`src/rtl/rom_sine_reader.sv`:
```
// rom_sine_reader: read-side master for a 256x16 sine ROM macro.
// A phase accumulator produces ROM addresses, one-cycle read strobes are
// issued to the macro, and the returned words are buffered in a small FIFO
// and streamed out over a valid/ready sample interface.
//
// Optional feature macro: QUARTER_WAVE_EN
//   defined   -> the ROM holds a quarter-wave table; the quadrant bits mirror
//                the address and negate the returned word.
//   undefined -> full-wave table, top ADDR_WIDTH phase bits are the address.
module rom_sine_reader #(
  parameter int DATA_WIDTH  = 16,
  parameter int ADDR_WIDTH  = 8,
  parameter int PHASE_WIDTH = 24,
  parameter int FIFO_DEPTH  = 4
) (
  input  logic                   clk0_i,
  input  logic                   rst0_i,
  input  logic                   en_i,
  input  logic [PHASE_WIDTH-1:0] phase_inc_i,
  input  logic                   phase_load_i,
  input  logic [PHASE_WIDTH-1:0] phase_init_i,
  output logic                   rom_cs0_o,
  output logic [ADDR_WIDTH-1:0]  rom_addr0_o,
  input  logic [DATA_WIDTH-1:0]  rom_dout0_i,
  output logic [DATA_WIDTH-1:0]  sample_o,
  output logic                   sample_valid_o,
  input  logic                   sample_ready_i
);

  localparam int PTR_W = $clog2(FIFO_DEPTH);
  localparam int OCC_W = PTR_W + 1;
  localparam int CNT_W = OCC_W + 1;

  logic [PHASE_WIDTH-1:0] phase_q, phase_d;
  logic                   cs_q, cs_d;
  logic [ADDR_WIDTH-1:0]  addr_q, addr_d;
  logic [ADDR_WIDTH-1:0]  issue_addr;
  logic                   rd_p1_q;

  logic [DATA_WIDTH-1:0]  fifo_q [FIFO_DEPTH];
  logic [PTR_W-1:0]       wr_ptr_q, wr_ptr_d;
  logic [PTR_W-1:0]       rd_ptr_q, rd_ptr_d;
  logic [OCC_W-1:0]       occ_q, occ_d;

  logic [CNT_W-1:0]       pending;
  logic                   issue;
  logic                   push;
  logic                   pop;
  logic [DATA_WIDTH-1:0]  cap_word;

`ifdef QUARTER_WAVE_EN
  logic                   neg_p0_q, neg_p0_d;
  logic                   neg_p1_q;
  logic [1:0]             quadrant;
  logic [ADDR_WIDTH-1:0]  idx;

  // Quarter-wave folding: odd quadrants walk the table backwards, the upper
  // half-period negates the word once it comes back from the ROM.
  always_comb begin
    quadrant   = phase_q[PHASE_WIDTH-1 -: 2];
    idx        = phase_q[PHASE_WIDTH-3 -: ADDR_WIDTH];
    issue_addr = quadrant[0] ? ~idx : idx;
    cap_word   = neg_p1_q ? (DATA_WIDTH'(0) - rom_dout0_i) : rom_dout0_i;
  end
`else
  assign issue_addr = phase_q[PHASE_WIDTH-1 -: ADDR_WIDTH];
  assign cap_word   = rom_dout0_i;
`endif

  // Words already committed: buffered, on the ROM port, and inside the ROM.
  // Counting the in-flight ones guarantees every capture finds a free slot.
  assign pending = CNT_W'(occ_q) + CNT_W'(cs_q) + CNT_W'(rd_p1_q);
  assign issue   = en_i && !phase_load_i && (pending < CNT_W'(FIFO_DEPTH));
  assign push    = rd_p1_q;
  assign pop     = sample_valid_o && sample_ready_i;

  // Issue logic: a load wins over an issue; an issue strobes the ROM for one
  // cycle and advances the phase by the step presented this cycle.
  always_comb begin
    phase_d = phase_q;
    cs_d    = 1'b0;
    addr_d  = addr_q;
`ifdef QUARTER_WAVE_EN
    neg_p0_d = 1'b0;
`endif
    if (phase_load_i) begin
      phase_d = phase_init_i;
    end else if (issue) begin
      cs_d    = 1'b1;
      addr_d  = issue_addr;
      phase_d = phase_q + phase_inc_i;
`ifdef QUARTER_WAVE_EN
      neg_p0_d = quadrant[1];
`endif
    end
  end

  // FIFO bookkeeping; pointers wrap naturally since the depth is a power of 2.
  always_comb begin
    wr_ptr_d = push ? (wr_ptr_q + PTR_W'(1)) : wr_ptr_q;
    rd_ptr_d = pop  ? (rd_ptr_q + PTR_W'(1)) : rd_ptr_q;
    occ_d    = occ_q + OCC_W'(push) - OCC_W'(pop);
  end

  // Read pipeline registers: ROM port outputs and the capture flag that
  // marks the edge where the ROM data is valid.
  always_ff @(posedge clk0_i or posedge rst0_i) begin
    if (rst0_i) begin
      phase_q <= '0;
      cs_q    <= 1'b0;
      addr_q  <= '0;
      rd_p1_q <= 1'b0;
`ifdef QUARTER_WAVE_EN
      neg_p0_q <= 1'b0;
      neg_p1_q <= 1'b0;
`endif
    end else begin
      phase_q <= phase_d;
      cs_q    <= cs_d;
      addr_q  <= addr_d;
      rd_p1_q <= cs_q;
`ifdef QUARTER_WAVE_EN
      neg_p0_q <= neg_p0_d;
      neg_p1_q <= neg_p0_q;
`endif
    end
  end

  // Sample buffer: ROM data is only written on capture edges, so X on the
  // ROM output at any other time never reaches the storage.
  always_ff @(posedge clk0_i or posedge rst0_i) begin
    if (rst0_i) begin
      for (int i = 0; i < FIFO_DEPTH; i++) begin
        fifo_q[i] <= '0;
      end
      wr_ptr_q <= '0;
      rd_ptr_q <= '0;
      occ_q    <= '0;
    end else begin
      if (push) begin
        fifo_q[wr_ptr_q] <= cap_word;
      end
      wr_ptr_q <= wr_ptr_d;
      rd_ptr_q <= rd_ptr_d;
      occ_q    <= occ_d;
    end
  end

  assign rom_cs0_o      = cs_q;
  assign rom_addr0_o    = addr_q;
  assign sample_o       = fifo_q[rd_ptr_q];
  assign sample_valid_o = (occ_q != '0);

endmodule

```
`config.mk`:
```
export PLATFORM = sky130hd
export DESIGN_NAME = rom_sine_reader
export DESIGN_NICKNAME = d
export VERILOG_FILES = /design/src/rtl/rom_sine_reader.sv
export SDC_FILE = /design/constraint.sdc
export NUM_CORES = 1
export LEC_CHECK = 0
export BUFFER_PORTS_ARGS = -buffer_cell sky130_fd_sc_hd__buf_2
export CAP_MARGIN = 0
export CORE_ASPECT_RATIO = 0.6
export CORE_MARGIN = 4
export CORE_UTILIZATION = 55
export CTS_CLUSTER_DIAMETER = 60
export DETAILED_ROUTE_END_ITERATION = 12
export GPL_ROUTABILITY_DRIVEN = 0
export PLACE_DENSITY = 0.83
export SLEW_MARGIN = 20
export SYNTH_ARGS = -nofsm -noshare
export SYNTH_HDL_FRONTEND = slang
export SYNTH_SLANG_ARGS = --single-unit
```
`constraint.sdc`:
```
create_clock -name clk0_i -period 3.8 [get_ports clk0_i]
set_clock_uncertainty 0.05 [all_clocks]
set_input_delay 0.38 -clock clk0_i [delete_from_list [all_inputs] [get_ports clk0_i]]
set_output_delay 0.38 -clock clk0_i [all_outputs]
set_load 0.1 [all_outputs]
```
==> results.tsv <==
stage	metric	value	unit
status	status	completed	
timing	f_max	334	MHz
timing	ratio of final minimum period to clock period	0.787	
clock_network	buffer count from post-CTS setup fixing	0	
clock_network	Hold Buf Count CTS	0	
timing	RSZ-0062 raised after global routing	no	
synth	Top FF cell, synth	dfrtp_1	
synth	cell count after synthesis	499	
worst_setup_path	CP required	3.95	ns
clock_network	CTS-repair resized insts	0	
job	# Max-Cap Violations	0	
cells_and_area	share of layout cells above drive strength 1	0.340	
synth	Yosys warning count	0	
clock_network	number of clock sinks	105	
floorplanning	IO Pins	95	
cells_and_area	# fillers	760	
synth	Synth Area in Simple Gates	0.0854	
synth	sequential share of the synthesized area	0.460	
floorplanning	Die X	140	um
timing	Setup violations, final	0	
place	Final HPWL DP	9.37	mm
floorplanning	Starting Density	0.572	
synth	Post-Syn Area	5720	um2
detailed_routing	vias per cell	5.82	
global_routing	vias in the first global route	4356	
worst_setup_path	slowest stage delay, CP	0.72	ns
floorplanning	die height	87.0	um
timing	setup TNS	0	ns
min_path	Hold Crit Class	in -> async	
worst_setup_path	CP most frequent cell	o21ai_0	
place	post-place setup slack	0.748	ns
worst_setup_path	Startpoint Class	flip-flop	
clock_network	clk_lat worst skew	0.34	ns
global_routing	overall routing resource usage	0.223	
global_routing	pin count of the biggest net entering global routing	79	
synth	post-synthesis net count	601	
clock_network	CTS Buf Count	9	
floorplanning	core box area	9980	um2
worst_setup_path	Worst path slowest cell	o31ai_1	
worst_setup_path	worst path buffer plus inverter count	1	
synth	number of flops mapped to enable cells by yosys	0	
timing	Period minus WS final	2.99	ns
global_routing	initial antenna violation count	0	
detailed_routing	1st-pass router iterations	5	
floorplanning	die area	12100	um2
detailed_routing	number of remaining DRC errors	0	
global_routing	total grt overflow	0	
cells_and_area	area grow syn2layout	15.9	%
synth	main combinational cell family by area after synthesis	multiplexers	
synth	Post-Synth XOR/XNOR Area	0.0322	
synth	library cells used by synthesis	52	
cells_and_area	antenna cells	0	
timing	Max-slew headroom	0.361	
synth	Async SR Flop Fraction	1.00	
synth	Adder-Cell Fraction of Synth Area	0.0749	
cells_and_area	commonest non-fill, non-tap cell in the layout	dfrtp_1	
floorplanning	FP Rows	28	
synth	#FFs+latches synth	105	
synth	mux cell area share after synthesis	0.198	
synth	Compound-Gate Fraction of Synth Area	0.122	
place	Port Buf Inserts	94	
worst_setup_path	worst-path maximum fanout	4	
worst_setup_path	kind of critical path	reg -> reg	
clock_network	CTS root buffer	clkbuf_16	
worst_setup_path	worst-path cell chain	ha_1 -> inv_1 -> fa_1 -> nor2b_1 -> o21ai_0 -> a21oi_1 -> o21a_1 -> o31ai_1 -> o21ai_0 -> xnor2_1 -> o221ai_1	
worst_setup_path	reg2reg setup slack	0.81	ns
timing	Setup WS post-layout	0.808	ns
clock_network	H-tree levels	3	
detailed_routing	antenna-violating nets left	0	
detailed_routing	WL final	13.0	mm
worst_setup_path	critical path arrival	3.14	ns
clock_network	Max Root-Sink Buffers	2	
global_routing	first-pass GRT wire length	21.7	mm
worst_setup_path	delay-heaviest family, CP	compound AO/OA/AOI/OAI gates	
detailed_routing	drt wl/cell	17.9	um
worst_setup_path	Crit. End Element	flip-flop	
cells_and_area	multi-input combinational cell area	2930	um2
timing	Tightest Pin Transition	0.958	ns
timing	WHS	0.198	ns
clock_network	CTS clock-pin slew for the worst setup and hold paths	0.07	ns
cells_and_area	commonest cells after routing, fill and taps aside	105 x dfrtp_1, 94 x buf_2, 64 x nand2_1, 64 x mux2_2, 31 x ha_1	
detailed_routing	initial drt markers	336	
clock_network	CTS tree	done	
detailed_routing	via count	4222	
synth	Syn Area/Cell	11.5	um2
timing	Hold Vio Cnt, Final	0	
timing	Slew Limit Fails	0	
cells_and_area	Nets	689	
cells_and_area	Reg area	2630	um2
[kinds of logic (layout without fill, tap and decap cells)]
group	Yosys count	in the layout
and+or+nand+nor	110	110
DFF	105	105
AOI/OAI and AO/OA	103	103
muxes	85	85
buffers and inverters	42	134
adders and majority gates	33	33
xor gates and xnor gates	21	21
[worst reg2reg max path: stages, from the launching register on]
cell and delay (ns):
dfrtp_1 0.38, ha_1 0.21, inv_1 0.08, fa_1 0.17, nor2b_1 0.06, o21ai_0 0.21, a21oi_1 0.15, o21a_1 0.22
o31ai_1 0.72, o21ai_0 0.28, xnor2_1 0.19, o221ai_1 0.13
[area by class of cell]
| class | count | area share |
|---|---|---|
| Multi-Input combinational cell | 352 | 0.443 |
| Timing Repair Buffer | 99 | 0.0767 |
| Clock inverter | 5 | 0.0119 |
| Tap cell | 135 | 0.0255 |
| Sequential cell | 105 | 0.397 |
| Inverter | 20 | 0.0117 |
| Clock buffer | 10 | 0.0346 |
[cell usage after synthesis (all sizes together), types with 3 or more instances]
cell,number,area share
a21oi,25,0.022
ha,31,0.068
nor2,16,0.011
o21ai,29,0.025
inv,20,0.013
o221ai,7,0.011
mux2,65,0.13
clkbuf,20,0.013
xnor2,9,0.014
dfrtp,105,0.46
and3,4,0.0044
mux4,16,0.063
a41oi,4,0.011
a21o,14,0.018
nand2,64,0.042
xor2,12,0.018
a22oi,3,0.0039
nor3,10,0.0088
mux2i,4,0.0070
o21a,4,0.0053
nor2b,4,0.0044
[stage by stage]
stage,instance area [um2],std cells,utilization
after CTS,6620,726,0.663
after detailed placement,6320,711,0.633
after global routing,6620,726,0.663
after floorplan,5720,499,-
after global placement,6320,711,0.633
final,6620,726,0.663
[path summary, 6_finish.rpt]
kind / start / to / depth (start not counted)
max reg2reg: phase_q[0] / phase_q[22] / 11
max in group asynchronous: rst0_i / phase_q[11] / 3
min: rst0_i / phase_q[3] / 2
min in group clk0_i: phase_init_i[3] / phase_q[3] / 3
max: phase_q[0] / phase_q[22] / 11
min reg2reg: rom_cs0_o / push / 0
[registers in the layout (all words and copies together) (netlist names)]
register     count
fifo_q          64
phase_q         24
rom_addr0_o      8
occ_q            3
rd_ptr_q         2
wr_ptr_q         2
push             1
rom_cs0_o        1
[layer usage]
layer,routed length (um),vias to the layer above,track usage
met2,6110,134,0.370
met3,802,16,0.0483
met1,5920,2086,0.307
met5,0,-,0
li1,-,1986,-
met4,167,0,0.0510
Power is left out: the tool's default activity adds up to more than one toggle a clock period on the data nets, which glitch-free logic cannot reach.
